[config.mk]
export PLATFORM = sky130hd
export DESIGN_NAME = cu_setup_sequencer_flat
export DESIGN_NICKNAME = d
export VERILOG_FILES = /design/src/rtl/cu_setup_sequencer_pkg.sv /design/src/rtl/cu_setup_sequencer_if.sv /design/src/rtl/cu_setup_resp_router.sv /design/src/rtl/cu_setup_sequencer.sv /design/src/flat_wrapper.sv
export SDC_FILE = /design/constraint.sdc
export NUM_CORES = 1
export LEC_CHECK = 0
export CAP_MARGIN = 20
export CORE_MARGIN = 1
export CORE_UTILIZATION = 30
export CTS_CLUSTER_DIAMETER = 150
export DETAILED_ROUTE_END_ITERATION = 7
export GPL_TIMING_DRIVEN = 0
export HOLD_SLACK_MARGIN = 0.1
export SLEW_MARGIN = 10
export SYNTH_ARGS = -nofsm -noshare
export SYNTH_HDL_FRONTEND = slang
export SYNTH_SLANG_ARGS = --single-unit
[constraint.sdc]
create_clock -name ap_clk -period 11.7 [get_ports ap_clk]
set_input_delay 1.755 -clock ap_clk [delete_from_list [all_inputs] [get_ports ap_clk]]
set_output_delay 1.755 -clock ap_clk [all_outputs]
set_load 0.05 [all_outputs]
[src/rtl/cu_setup_sequencer_pkg.sv]
// Shared definitions for the CU setup sequencer.
// - One-hot state encodings (as plain constants and as the cu_setup_seq_state enum).
// - Width helpers for the outstanding counter and the per-channel word index.
package cu_setup_sequencer_pkg;

    localparam logic [9:0] ST_RESET       = 10'b00_0000_0001;
    localparam logic [9:0] ST_IDLE        = 10'b00_0000_0010;
    localparam logic [9:0] ST_REQ_START   = 10'b00_0000_0100;
    localparam logic [9:0] ST_REQ_BUSY    = 10'b00_0000_1000;
    localparam logic [9:0] ST_REQ_PAUSE   = 10'b00_0001_0000;
    localparam logic [9:0] ST_REQ_DONE    = 10'b00_0010_0000;
    localparam logic [9:0] ST_FLUSH_START = 10'b00_0100_0000;
    localparam logic [9:0] ST_FLUSH_BUSY  = 10'b00_1000_0000;
    localparam logic [9:0] ST_FLUSH_PAUSE = 10'b01_0000_0000;
    localparam logic [9:0] ST_FLUSH_DONE  = 10'b10_0000_0000;

    typedef enum logic [9:0] {
        StReset      = ST_RESET,
        StIdle       = ST_IDLE,
        StReqStart   = ST_REQ_START,
        StReqBusy    = ST_REQ_BUSY,
        StReqPause   = ST_REQ_PAUSE,
        StReqDone    = ST_REQ_DONE,
        StFlushStart = ST_FLUSH_START,
        StFlushBusy  = ST_FLUSH_BUSY,
        StFlushPause = ST_FLUSH_PAUSE,
        StFlushDone  = ST_FLUSH_DONE
    } cu_setup_seq_state;

    // Bits needed to hold 0..max_out inclusive.
    function automatic int unsigned cu_setup_cnt_width(input int unsigned max_out);
        return $clog2(max_out + 1);
    endfunction

    // Index width within a channel; at least one bit so ports stay legal.
    function automatic int unsigned cu_setup_idx_width(input int unsigned words_per_channel);
        return (words_per_channel > 1) ? $clog2(words_per_channel) : 1;
    endfunction

endpackage

[src/rtl/cu_setup_sequencer_if.sv]
// Memory read channel between the setup sequencer (master) and memory (slave).
// - req_valid_out/req_ready_in/req_addr_out : read request handshake
// - resp_valid_in/resp_data_in              : in-order read response, always accepted
interface cu_setup_sequencer_if #(
    parameter int unsigned ADDR_WIDTH = 64,
    parameter int unsigned DATA_WIDTH = 32
) ();
    logic                  req_valid_out;
    logic                  req_ready_in;
    logic [ADDR_WIDTH-1:0] req_addr_out;
    logic                  resp_valid_in;
    logic [DATA_WIDTH-1:0] resp_data_in;

    modport master (
        output req_valid_out,
        output req_addr_out,
        input  req_ready_in,
        input  resp_valid_in,
        input  resp_data_in
    );

    modport slave (
        input  req_valid_out,
        input  req_addr_out,
        output req_ready_in,
        output resp_valid_in,
        output resp_data_in
    );
endinterface

[src/rtl/cu_setup_resp_router.sv]
// Routes accepted read responses to the per-channel configuration ports.
// - clear        : accepted start; resets the response count and the error flag
// - resp_allowed : a response may be accepted (reads in flight, not idle/reset)
// - resp_valid/resp_data : raw response channel
// - resp_accept  : response consumed this cycle (feeds the outstanding counter)
// - cfg_valid/cfg_index/cfg_data : registered one-hot strobe, index and word
// - error        : sticky flag for responses that arrive when none is expected
module cu_setup_resp_router
    import cu_setup_sequencer_pkg::*;
#(
    parameter int unsigned DATA_WIDTH        = 32,
    parameter int unsigned NUM_CHANNELS      = 4,
    parameter int unsigned WORDS_PER_CHANNEL = 8,
    parameter int unsigned COUNT_WIDTH       = 16
) (
    input  logic                                                ap_clk,
    input  logic                                                ap_rst_n,
    input  logic                                                clear,
    input  logic                                                resp_allowed,
    input  logic                                                resp_valid,
    input  logic [DATA_WIDTH-1:0]                               resp_data,
    output logic                                                resp_accept,
    output logic [NUM_CHANNELS-1:0]                             cfg_valid,
    output logic [cu_setup_idx_width(WORDS_PER_CHANNEL)-1:0]    cfg_index,
    output logic [DATA_WIDTH-1:0]                               cfg_data,
    output logic                                                error
);
    localparam int unsigned IdxW     = cu_setup_idx_width(WORDS_PER_CHANNEL);
    localparam int unsigned IdxShift = $clog2(WORDS_PER_CHANNEL);
    localparam logic [COUNT_WIDTH-1:0] IdxMask = COUNT_WIDTH'(WORDS_PER_CHANNEL - 1);

    logic [COUNT_WIDTH-1:0]  resp_cnt_q;
    logic [COUNT_WIDTH-1:0]  chan;
    logic [NUM_CHANNELS-1:0] cfg_valid_d, cfg_valid_q;
    logic [IdxW-1:0]         cfg_index_q;
    logic [DATA_WIDTH-1:0]   cfg_data_q;
    logic                    error_q;

    assign resp_accept = resp_valid && resp_allowed;
    // WORDS_PER_CHANNEL is a power of two, so the divide is a shift.
    assign chan        = resp_cnt_q >> IdxShift;

    always_comb begin
        cfg_valid_d = '0;
        for (int unsigned c = 0; c < NUM_CHANNELS; c++) begin
            if (chan == COUNT_WIDTH'(c)) begin
                cfg_valid_d[c] = resp_accept;
            end
        end
    end

    always_ff @(posedge ap_clk or negedge ap_rst_n) begin
        if (!ap_rst_n) begin
            resp_cnt_q  <= '0;
            cfg_valid_q <= '0;
            cfg_index_q <= '0;
            cfg_data_q  <= '0;
            error_q     <= 1'b0;
        end else begin
            cfg_valid_q <= cfg_valid_d;
            if (resp_accept) begin
                cfg_index_q <= IdxW'(resp_cnt_q & IdxMask);
                cfg_data_q  <= resp_data;
            end
            if (clear) begin
                resp_cnt_q <= '0;
            end else if (resp_accept) begin
                resp_cnt_q <= resp_cnt_q + COUNT_WIDTH'(1);
            end
            // A stray response outranks the clear so it is never lost.
            if (resp_valid && !resp_allowed) begin
                error_q <= 1'b1;
            end else if (clear) begin
                error_q <= 1'b0;
            end
        end
    end

    assign cfg_valid = cfg_valid_q;
    assign cfg_index = cfg_index_q;
    assign cfg_data  = cfg_data_q;
    assign error     = error_q;

endmodule

[src/rtl/cu_setup_sequencer.sv]
// CU setup sequencer: fetches a block of configuration words and distributes them
// across NUM_CHANNELS engine configuration ports, then drains in-flight reads.
// - ap_clk/ap_rst_n : clock, asynchronous active-low reset
// - start_in/pause_in : start pulse (honoured in IDLE only), host pause level
// - cfg_base_addr_in/cfg_num_words_in : block base and length, latched on start
// - mem : read request/response channel (master side)
// - cfg_valid_out/cfg_index_out/cfg_data_out : per-channel configuration writes
// - busy_out/done_out/error_out/state_out : status
module cu_setup_sequencer
    import cu_setup_sequencer_pkg::*;
#(
    parameter int unsigned ADDR_WIDTH        = 64,
    parameter int unsigned DATA_WIDTH        = 32,
    parameter int unsigned NUM_CHANNELS      = 4,
    parameter int unsigned WORDS_PER_CHANNEL = 8,
    parameter int unsigned MAX_OUTSTANDING   = 16,
    parameter int unsigned COUNT_WIDTH       = 16
) (
    input  logic                                             ap_clk,
    input  logic                                             ap_rst_n,
    input  logic                                             start_in,
    input  logic                                             pause_in,
    input  logic [ADDR_WIDTH-1:0]                            cfg_base_addr_in,
    input  logic [COUNT_WIDTH-1:0]                           cfg_num_words_in,
    cu_setup_sequencer_if.master                             mem,
    output logic [NUM_CHANNELS-1:0]                          cfg_valid_out,
    output logic [cu_setup_idx_width(WORDS_PER_CHANNEL)-1:0] cfg_index_out,
    output logic [DATA_WIDTH-1:0]                            cfg_data_out,
    output logic                                             busy_out,
    output logic                                             done_out,
    output logic                                             error_out,
    output logic [9:0]                                       state_out
);
    localparam int unsigned OutW = cu_setup_cnt_width(MAX_OUTSTANDING);
    localparam logic [COUNT_WIDTH-1:0] MaxWords = COUNT_WIDTH'(NUM_CHANNELS * WORDS_PER_CHANNEL);
    localparam logic [OutW-1:0]        MaxOut   = OutW'(MAX_OUTSTANDING);
    localparam logic [ADDR_WIDTH-1:0]  Stride   = ADDR_WIDTH'(DATA_WIDTH / 8);

    cu_setup_seq_state state_q, state_d;

    logic [ADDR_WIDTH-1:0]  addr_q, addr_d;
    logic [COUNT_WIDTH-1:0] num_words_q, num_words_d;
    logic [COUNT_WIDTH-1:0] issued_q, issued_d;
    logic [OutW-1:0]        out_q, out_d;
    logic                   req_valid_q, req_valid_d;
    logic                   start_ok, req_hs, resp_allowed, resp_accept;

    assign start_ok     = (state_q == StIdle) && start_in;
    assign req_hs       = req_valid_q && mem.req_ready_in;
    assign resp_allowed = (out_q != '0) && (state_q != StIdle) && (state_q != StReset);

    always_comb begin
        state_d = state_q;
        unique case (state_q)
            StReset:    state_d = StIdle;
            StIdle:     if (start_in) state_d = StReqStart;
            StReqStart: state_d = (num_words_q == '0) ? StReqDone : StReqBusy;
            StReqBusy: begin
                // A pending request must complete before pausing.
                if (req_hs && (issued_q + COUNT_WIDTH'(1) == num_words_q)) begin
                    state_d = StReqDone;
                end else if (pause_in && (!req_valid_q || req_hs)) begin
                    state_d = StReqPause;
                end
            end
            StReqPause:   if (!pause_in) state_d = StReqBusy;
            StReqDone:    state_d = StFlushStart;
            StFlushStart: state_d = StFlushBusy;
            StFlushBusy: begin
                if (out_q == '0) begin
                    state_d = StFlushDone;
                end else if (pause_in) begin
                    state_d = StFlushPause;
                end
            end
            StFlushPause: if (!pause_in) state_d = StFlushBusy;
            StFlushDone:  state_d = StIdle;
            default:      state_d = StIdle;
        endcase
    end

    always_comb begin
        addr_d      = addr_q;
        num_words_d = num_words_q;
        issued_d    = issued_q;
        out_d       = out_q;
        if (start_ok) begin
            addr_d      = cfg_base_addr_in;
            num_words_d = (cfg_num_words_in > MaxWords) ? MaxWords : cfg_num_words_in;
            issued_d    = '0;
            out_d       = '0;
        end else begin
            if (req_hs) begin
                issued_d = issued_q + COUNT_WIDTH'(1);
                addr_d   = addr_q + Stride;
            end
            unique case ({req_hs, resp_accept})
                2'b10:   out_d = out_q + OutW'(1);
                2'b01:   out_d = out_q - OutW'(1);
                default: out_d = out_q;
            endcase
        end

        // Raise against next-cycle counts so back-to-back requests never overshoot
        // the credit limit or the word count.
        req_valid_d = 1'b0;
        if ((state_q == StReqBusy) && req_valid_q && !mem.req_ready_in) begin
            req_valid_d = 1'b1;
        end else if ((state_d == StReqBusy) && !pause_in && (issued_d < num_words_d) &&
                     (out_d < MaxOut)) begin
            req_valid_d = 1'b1;
        end
    end

    always_ff @(posedge ap_clk or negedge ap_rst_n) begin
        if (!ap_rst_n) begin
            state_q     <= StReset;
            addr_q      <= '0;
            num_words_q <= '0;
            issued_q    <= '0;
            out_q       <= '0;
            req_valid_q <= 1'b0;
        end else begin
            state_q     <= state_d;
            addr_q      <= addr_d;
            num_words_q <= num_words_d;
            issued_q    <= issued_d;
            out_q       <= out_d;
            req_valid_q <= req_valid_d;
        end
    end

    cu_setup_resp_router #(
        .DATA_WIDTH        (DATA_WIDTH),
        .NUM_CHANNELS      (NUM_CHANNELS),
        .WORDS_PER_CHANNEL (WORDS_PER_CHANNEL),
        .COUNT_WIDTH       (COUNT_WIDTH)
    ) u_router (
        .ap_clk       (ap_clk),
        .ap_rst_n     (ap_rst_n),
        .clear        (start_ok),
        .resp_allowed (resp_allowed),
        .resp_valid   (mem.resp_valid_in),
        .resp_data    (mem.resp_data_in),
        .resp_accept  (resp_accept),
        .cfg_valid    (cfg_valid_out),
        .cfg_index    (cfg_index_out),
        .cfg_data     (cfg_data_out),
        .error        (error_out)
    );

    assign mem.req_valid_out = req_valid_q;
    assign mem.req_addr_out  = addr_q;
    assign state_out         = state_q;
    assign busy_out          = !((state_q == StReset) || (state_q == StIdle) ||
                                 (state_q == StFlushDone));
    assign done_out          = (state_q == StFlushDone);

endmodule

[src/flat_wrapper.sv]
// flat-port wrapper written by rule: the top's interface ports become plain ports
module cu_setup_sequencer_flat import cu_setup_sequencer_pkg::*;
#(
    parameter int unsigned ADDR_WIDTH        = 64,
    parameter int unsigned DATA_WIDTH        = 32,
    parameter int unsigned NUM_CHANNELS      = 4,
    parameter int unsigned WORDS_PER_CHANNEL = 8,
    parameter int unsigned MAX_OUTSTANDING   = 16,
    parameter int unsigned COUNT_WIDTH       = 16
)
  (ap_clk, ap_rst_n, start_in, pause_in, cfg_base_addr_in, cfg_num_words_in, cfg_valid_out, cfg_index_out, cfg_data_out, busy_out, done_out, error_out, state_out, mem_req_valid_out, mem_req_addr_out, mem_req_ready_in, mem_resp_valid_in, mem_resp_data_in);
  cu_setup_sequencer_if #(.ADDR_WIDTH(ADDR_WIDTH), .DATA_WIDTH(DATA_WIDTH)) mem_i ();
  input  logic ap_clk;
  input  logic ap_rst_n;
  input  logic start_in;
  input  logic pause_in;
  input  logic [ADDR_WIDTH-1:0] cfg_base_addr_in;
  input  logic [COUNT_WIDTH-1:0] cfg_num_words_in;
  output logic [NUM_CHANNELS-1:0] cfg_valid_out;
  output logic [cu_setup_idx_width(WORDS_PER_CHANNEL)-1:0] cfg_index_out;
  output logic [DATA_WIDTH-1:0] cfg_data_out;
  output logic busy_out;
  output logic done_out;
  output logic error_out;
  output logic [9:0] state_out;
  output wire logic [$bits(mem_i.req_valid_out)-1:0] mem_req_valid_out;
  output wire logic [$bits(mem_i.req_addr_out)-1:0] mem_req_addr_out;
  input wire logic [$bits(mem_i.req_ready_in)-1:0] mem_req_ready_in;
  input wire logic [$bits(mem_i.resp_valid_in)-1:0] mem_resp_valid_in;
  input wire logic [$bits(mem_i.resp_data_in)-1:0] mem_resp_data_in;
  assign mem_req_valid_out = mem_i.req_valid_out;
  assign mem_req_addr_out = mem_i.req_addr_out;
  assign mem_i.req_ready_in = mem_req_ready_in;
  assign mem_i.resp_valid_in = mem_resp_valid_in;
  assign mem_i.resp_data_in = mem_resp_data_in;
  cu_setup_sequencer #(.ADDR_WIDTH(ADDR_WIDTH), .DATA_WIDTH(DATA_WIDTH), .NUM_CHANNELS(NUM_CHANNELS), .WORDS_PER_CHANNEL(WORDS_PER_CHANNEL), .MAX_OUTSTANDING(MAX_OUTSTANDING), .COUNT_WIDTH(COUNT_WIDTH)) u_core (.ap_clk(ap_clk), .ap_rst_n(ap_rst_n), .start_in(start_in), .pause_in(pause_in), .cfg_base_addr_in(cfg_base_addr_in), .cfg_num_words_in(cfg_num_words_in), .mem(mem_i), .cfg_valid_out(cfg_valid_out), .cfg_index_out(cfg_index_out), .cfg_data_out(cfg_data_out), .busy_out(busy_out), .done_out(done_out), .error_out(error_out), .state_out(state_out));
endmodule
==> results.tsv, run 1 <==
stage	metric	value	unit
status	status	finished clean	
run	max-cap viol count	0	
grt	global-route wire length before repair	42.4	mm
drt	final WL	26.0	mm
sta	Clock Skew	0.0105	ns
die	Top Ports	235	
cells_and_area	commonest non-fill, non-tap cells in the layout	233 x nand2_1, 233 x clkdlybuf4s50_1, 167 x dfrtp_1	
logic_synthesis	synthesized instance count	978	
cts	cts repair resizes	0	
cts	Clock Tree Buf Depth	2	
placed_design	DP Cell Count	1597	
placed_design	placed standard-cell area	11700	sq um
logic_synthesis	Mapped Area	8810	sq um
die	Starting Density	30.6	%
cells_and_area	sequential cell area	4210	sq um
die	die height	173	microns
logic_synthesis	EDFF count, synth	0	
sta	Final min period	6.20	ns
drt	routed length per placed instance	16.0	microns
critical_path	CP startpoint kind	input pin	
grt	initial antenna violation count	2	
cts	worst skew pair latency	0.43	ns
grt	GRT Total Usage	17.8	%
critical_path	CP Class	in2reg	
critical_path	Worst EP required	12.02	ns
cts	postcts setup bufs	0	
critical_path	CP max FO	10	
critical_path	setup slack, reg-to-reg	6.54	ns
cells_and_area	fillers	2887	
cts	CTS clk-pin slew, worst paths	0.08	ns
sta	fmax	0.161	GHz
placed_design	Port Buffers	234	
power_and_ir_drop	pwr/cell area	201	nW/um^2
grt	GR Overflow Total	0	
sta	setup violators final	0	
cells_and_area	fin cells	1630	
logic_synthesis	flops & latches, synth	168	
cts	CTS sink count	168	
sta	Final Cycle Share	53.0	%
cells_and_area	Area Overhead vs Synth	39.4	%
min_path	WHS Endpoint	u_core.u_router.cfg_data[3]	
grt	largest net degree at the start of global routing	99	
drt	Via Count	7803	
cells_and_area	Final Cell Area	12300	sq um
logic_synthesis	syn_nets	1119	
sta	max-slew violation count	0	
cts	CTS Buf Count	17	
drt	routed vias/inst	4.79	
min_path	Hold Crit Depth	2	
critical_path	Crit Reg-Reg Endpoint	u_core.mem.req_valid_out	
power_and_ir_drop	Peak VDD IR	0.000131	V
cts	CTS H-Tree Depth	4	
drt	DR DRC count	0	
logic_synthesis	YS warnings	0	
critical_path	reg2reg path depth	15	
drt	drt pass-1 iters	5	
sta	setup TNS	0	ns
power_and_ir_drop	Lkg Pwr	5.33	nW
grt	vias in the first global route	7848	
placed_design	Post-DP HPWL	19.4	mm
sta	RSZ-0062 raised after global routing	false	
drt	antenna viol nets, final	0	
cells_and_area	multi-input combinational cell area	4360	sq um
logic_synthesis	Top FF cell, synth	dfrtp_1	
sta	Worst-Margin Slew	0.917	ns
die	Core ar.	28800	sq um
critical_path	Worst R2R Start	u_core.state_out[7]	
logic_synthesis	count of different cell masters after synthesis	63	
logic_synthesis	Mapped Avg Cell Area	9.01	sq um
min_path	Hold Path Class	reg2reg	
logic_synthesis	sequential area share after synthesis	47.7	%
sta	Fin Hold WS	0.477	ns
cts	Hold-fix buffers, CTS	0	
die	Die X-Extent	173	microns
min_path	min-delay src	u_core.u_router.cfg_data[3]	
logic_synthesis	Async SR Flop Fraction	100	%
critical_path	CP arrival	6.52	ns
critical_path	Worst setup EP type	register	
die	row count	62	
placed_design	Routability Congestion	0.842	
cells_and_area	Final nets	1373	
cts	CTS tree	built	
sta	Final Hold Vio Count	0	
die	die area	30000	sq um
sta	relative slew slack	38.3	%
cells_and_area	share of cells above drive strength 1	4.42	%
drt	1st-iter DRT viols	404	
cts	CTS root buf	clkbuf_16	
how the worst max path moves through the flow:
stage                        startpoint                  endpoint
floorplan           u_core.state_out[7]                  busy_out
global placement               ap_rst_n     u_core.num_words_q[0]
detailed placement             start_in  u_core.mem.req_valid_out
CTS                            start_in  u_core.mem.req_valid_out
global route                   start_in  u_core.mem.req_valid_out
finish                         start_in  u_core.mem.req_valid_out
state kept, by name, summed over array words and instances (netlist names):
name,cells
u_core.mem.req_valid_out,1
u_core.mem.req_addr_out,64
u_core.num_words_q,16
u_core.state_out,10
u_core.out_q,5
u_core.u_router.resp_cnt_q,16
u_core.u_router.cfg_data,32
u_core.u_router.cfg_valid,4
u_core.issued_q,16
u_core.u_router.error,1
u_core.u_router.cfg_index,3
metrics by stage:
stage	setup slack (ns)	power, W	utilization [%]
3_5_place_dp	5.02	0.00189	40.5
4_1_cts	5.43	0.00249	42.6
3_3_place_gp	1.46	0.00188	40.4
5_1_grt	5.19	0.00260	42.7
2_1_floorplan	6.53	0.00148	-
6_report	5.50	0.00247	42.7
kinds of logic after synthesis:
family	count (synthesis)	synth area share (%)
AOI/OAI and AO/OA	127	8.37
adders and majority gates	23	3.35
xor gates and xnor gates	113	11.2
buffers and inverters	62	2.76
muxes	2	0.227
other	1	0.0426
DFF	168	47.7
and+or+nand+nor	482	26.3
where the power goes:
group          switching, W  internal, W  leakage (nW)
sequential         0.000125     0.000711          2.17
combinational      0.000688     0.000350          2.86
clock              0.000267     0.000326         0.297
per-layer routing:
layer	up-vias	global-route usage (%)	share of wire [%]
met2	222	29.0	46
met4	2	5.68	2.2
met1	3704	23.4	46
met3	30	3.99	5.5
met5	-	0	0.042
li1	3845	-	-
critical path: stages:
cell,delay [ns]
clkdlybuf4s50_1,0.47
and2_1,0.14
nand4_1,0.33
inv_1,0.41
clkbuf_1,0.58
clkbuf_1,0.44
buf_2,0.37
nor2_1,0.13
ha_1,0.32
a21o_1,0.16
a21o_1,0.17
a21oi_1,0.19
nor2_1,0.06
or4_1,0.41
a211o_1,0.33
o41ai_2,0.22
Yosys cell counts, types with 3 or more instances:
cell type | n | area share [%]
a211o_1 | 4 | 0.40
a211oi_1 | 3 | 0.26
a21o_1 | 5 | 0.43
a21oi_1 | 26 | 1.5
a22oi_1 | 4 | 0.34
and2_1 | 4 | 0.28
and3_1 | 21 | 1.5
and4_1 | 6 | 0.60
buf_1 | 3 | 0.13
buf_2 | 7 | 0.40
clkbuf_1 | 26 | 1.1
dfrtp_1 | 167 | 47
ha_1 | 22 | 3.1
inv_1 | 24 | 1.0
nand2_1 | 233 | 9.9
nand2b_1 | 9 | 0.64
nand3_1 | 38 | 2.2
nand3b_1 | 4 | 0.34
nand4_1 | 31 | 2.2
nand4b_1 | 3 | 0.30
nor2_1 | 67 | 2.9
nor2b_1 | 3 | 0.21
nor3_1 | 15 | 0.85
nor3b_1 | 4 | 0.34
nor4_1 | 13 | 0.92
nor4_2 | 3 | 0.43
o21ai_0 | 66 | 3.8
o21ai_1 | 4 | 0.23
or3_1 | 9 | 0.64
xnor2_1 | 43 | 4.3
xor2_1 | 70 | 7.0
cell type report:
cell class / instances / share of cell area (%)
diodes: 1 / 0.0204
flip-flops and latches: 168 / 34.3
well taps: 384 / 3.91
clock buffers: 18 / 3.50
repair buffers: 235 / 19.3
plain buffers: 37 / 1.21
clock inverters: 14 / 1.48
inverters: 25 / 0.764
multi-input cells: 748 / 35.5
Note: power is estimated with default switching activity, not from simulation.
==> run 2, diff against run 1 <==
==> constraint.sdc (replaced) <==
create_clock -name ap_clk -period 5.75 [get_ports ap_clk]
set_input_delay 0.8625 -clock ap_clk [delete_from_list [all_inputs] [get_ports ap_clk]]
set_output_delay 0.8625 -clock ap_clk [all_outputs]
set_load 0.05 [all_outputs]
==> results of run 2 <==
The final DEF is identical to that of run 1. Status: finished clean.
Main changes from that run: setup slack after placement 5.02 ns -> -0.0328 ns; clock-pin slew on the worst setup and hold paths 0.08 ns -> 0.07 ns; setup slack after layout 5.50 ns -> 0.443 ns; hold slack 0.477 ns -> 0.396 ns; register-to-register setup slack 6.54 ns -> 0.59 ns; total power 0.00247 W -> 0.00502 W; worst IR drop on VDD 0.000131 V -> 0.000267 V
==> run 3, diff against run 2 <==
--- a/config.mk
+++ b/config.mk
@@ -6,7 +6,7 @@
 export NUM_CORES = 1
 export LEC_CHECK = 0
 export CAP_MARGIN = 20
-export CORE_MARGIN = 1
+export CORE_MARGIN = 2
 export CORE_UTILIZATION = 30
 export CTS_CLUSTER_DIAMETER = 150
 export DETAILED_ROUTE_END_ITERATION = 7
==> run 3 against run 2 <==
Against the previous run: wire length decreased by 0.15%; via count about the same; die area increased by 2.3%; register-to-register slack improved by 0.16 ns; sequential share of layout area about the same; critical path depth decreased by 1; flip-flop and latch count unchanged; clock skew increased by 0.0088 ns; clock power about the same; global-route usage decreased by 0.94 points; combinational power about the same; critical path type unchanged; critical endpoint unchanged; highest routed layer is now met4.
==> results.tsv, run 3 (synthesized netlist as in run 1, its figures left out) <==
stage	metric	value	unit	change
status	status	finished clean		unchanged
die	Die X-Extent	175	microns	was 173 microns
sta	Clock Skew	0.0193	ns	was 0.0105 ns
sta	RSZ-0062 raised after global routing	false		unchanged
drt	routed vias/inst	4.79		about the same
critical_path	CP max FO	16		was 10
grt	GRT Total Usage	16.9	%	was 17.8%
power_and_ir_drop	pwr/cell area	409	nW/um^2	about the same
grt	GRT met2 Usage	28.3	%	was 29.0%
cells_and_area	ant diodes	0		was 1
die	row count	62		unchanged
cells_and_area	max reg flops	64		unchanged
grt	met3 global-route usage	3.83	%	was 3.99%
cts	CTS root buf	clkbuf_16		unchanged
grt	global-route wire length before repair	41.4	mm	was 42.4 mm
critical_path	CP max-delay cell	inv_1		was clkbuf_1
cells_and_area	share of cells above drive strength 1	4.42	%	about the same
die	Top Ports	235		unchanged
cells_and_area	fillers	2872		was 2,887
critical_path	CP Class	in2reg		unchanged
die	Core ar.	28800	sq um	unchanged
cts	CTS H-Tree Depth	4		unchanged
cts	CTS Buf Count	17		unchanged
placed_design	Post-DP HPWL	19.4	mm	about the same
cts	Hold-fix buffers, CTS	0		unchanged
drt	1st-iter DRT viols	390		was 404
critical_path	Largest stage delay, worst path	0.78	ns	was 0.58 ns
critical_path	reg2reg path depth	14		was 15
sta	max-slew violation count	0		unchanged
critical_path	CP startpoint kind	input pin		unchanged
sta	setup violators final	0		unchanged
critical_path	Crit Reg-Reg Endpoint	u_core.mem.req_valid_out		unchanged
sta	Worst-Margin Slew	0.902	ns	was 0.917 ns
grt	largest net degree at the start of global routing	87		was 99
die	die area	30700	sq um	was 30,000 sq um
critical_path	CP arrival	5.44	ns	was 5.63 ns
cts	Clock Tree Buf Depth	2		unchanged
critical_path	Worst R2R Start	u_core.state_out[7]		unchanged
cts	CTS clk-pin slew, worst paths	0.09	ns	was 0.07 ns
placed_design	setup slack at placement	-0.225	ns	was -0.0328 ns
drt	Via Count	7801		was 7,803
grt	GR Overflow Total	0		unchanged
drt	antenna viol nets, final	0		unchanged
power_and_ir_drop	Lkg Pwr	5.32	nW	was 5.33 nW
drt	final WL	26.0	mm	about the same
cts	cts repair resizes	0		unchanged
min_path	Hold Path Class	in2async		unchanged
placed_design	Port Buffers	234		unchanged
power_and_ir_drop	Pwr Total	0.00502	W	about the same
critical_path	Worst setup EP type	register		unchanged
sta	final worst slack	0.630	ns	was 0.443 ns
drt	drt pass-1 iters	4		was 5
cts	CTS tree	built		unchanged
grt	GR peak layer	met2		unchanged
critical_path	setup slack, reg-to-reg	0.75	ns	was 0.59 ns
cts	CTS sink count	168		unchanged
critical_path	Worst EP required	6.07	ns	about the same
grt	vias in the first global route	7784		was 7,848
cells_and_area	commonest non-fill, non-tap cells in the layout	233 x nand2_1, 233 x clkdlybuf4s50_1, 167 x dfrtp_1		unchanged
sta	Final Hold Vio Count	0		unchanged
critical_path	crit path cell chain	clkdlybuf4s50_1, and2_1, nand4_1, inv_1, clkbuf_1, buf_2, nor2_1, ha_1, a21o_1, a21o_1, a21oi_1, nor2_1, or4_1, a211o_1, o41ai_2		was clkdlybuf4s50_1, and2_1, nand4_1, inv_1, clkbuf_1, clkbuf_1, buf_2, nor2_1, ha_1, a21o_1, a21o_1, a21oi_1, nor2_1, or4_1, a211o_1, o41ai_2
cts	postcts setup bufs	0		unchanged
drt	routed length per placed instance	16.0	microns	about the same
run	max-cap viol count	0		unchanged
sta	relative slew slack	39.3	%	was 38.3%
sta	Fin Hold WS	0.431	ns	was 0.396 ns
sta	Final min period	5.12	ns	was 5.31 ns
sta	setup TNS	0	ns	unchanged
power_and_ir_drop	Peak VDD IR	0.000241	V	was 0.000267 V
cells_and_area	Final nets	1372		was 1,373
drt	DR DRC count	0		unchanged
die	die height	175	microns	was 173 microns
cts	worst skew pair latency	0.44	ns	was 0.43 ns
sta	fmax	0.195	GHz	was 0.188 GHz
die	Starting Density	30.6	%	unchanged
sta	Final Cycle Share	89.0	%	was 92.3%
grt	M1 GR Usage	21.8	%	was 23.4%
cells_and_area	Area Overhead vs Synth	39.3	%	was 39.4%
placed_design	Routability Congestion	0.833		was 0.842
grt	initial antenna violation count	0		was 2
run 3: changes by cell type in the layout (fill, tap and decap cells not counted), sizes merged:
cell	previous run	this run
clkinvlp	1	3
inv	32	30
clkbuf	45	44
diode	1	0
run 3: stage by stage:
step                utilization (%)  instances  area [sq um]
floorplan                         -        978          8810
global placement               40.4       1596         11600
detailed placement             40.5       1597         11700
CTS                            42.7       1629         12300
global route                   42.6       1628         12300
finish                         42.6       1628         12300
run 3: worst max-delay path: cells and delay by family:
kind                       cells  cell delay, ns
and+or+nand+nor                5            1.10
adders and majority gates      1            0.32
AOI/OAI and AO/OA              5            1.07
buffers and inverters          4            2.06
run 3: how the worst max path moves through the flow:
stage,slack (ns),depth (start not counted),to,from
after floorplan,1.47,4,busy_out,u_core.state_out[7]
after global placement,-3.61,1,u_core.u_router.cfg_data[24],ap_rst_n
after detailed placement,-0.22,16,u_core.mem.req_valid_out,start_in
after CTS,0.22,16,u_core.mem.req_valid_out,start_in
after global routing,0.28,15,u_core.mem.req_valid_out,start_in
final,0.63,15,u_core.mem.req_valid_out,start_in
run 3: area by class of cell:
cell class	count	area, sq um	share of cell area (%)
flip-flops and latches	168	4210	34.3
clock inverters	14	184	1.50
repair buffers	235	2370	19.4
multi-input cells	748	4360	35.5
plain buffers	36	145	1.18
clock buffers	18	429	3.50
well taps	384	480	3.92
inverters	25	93.8	0.765
run 3: metal layers:
metal / vias to the layer above / part of all wire [%]
met4: 0 / 1.7
met1: 3733 / 45
li1: 3826 / -
met3: 29 / 5.9
met5: - / 0
met2: 213 / 47
run 3: where the power goes:
part / leakage [nW] / internal [W] / total (W) / switching (W)
Clock: 0.289 / 0.000662 / 0.00121 / 0.000551
Sequential: 2.17 / 0.00145 / 0.00170 / 0.000254
Combinational: 2.86 / 0.000713 / 0.00210 / 0.00139
Total: 5.32 / 0.00282 / 0.00502 / 0.00220
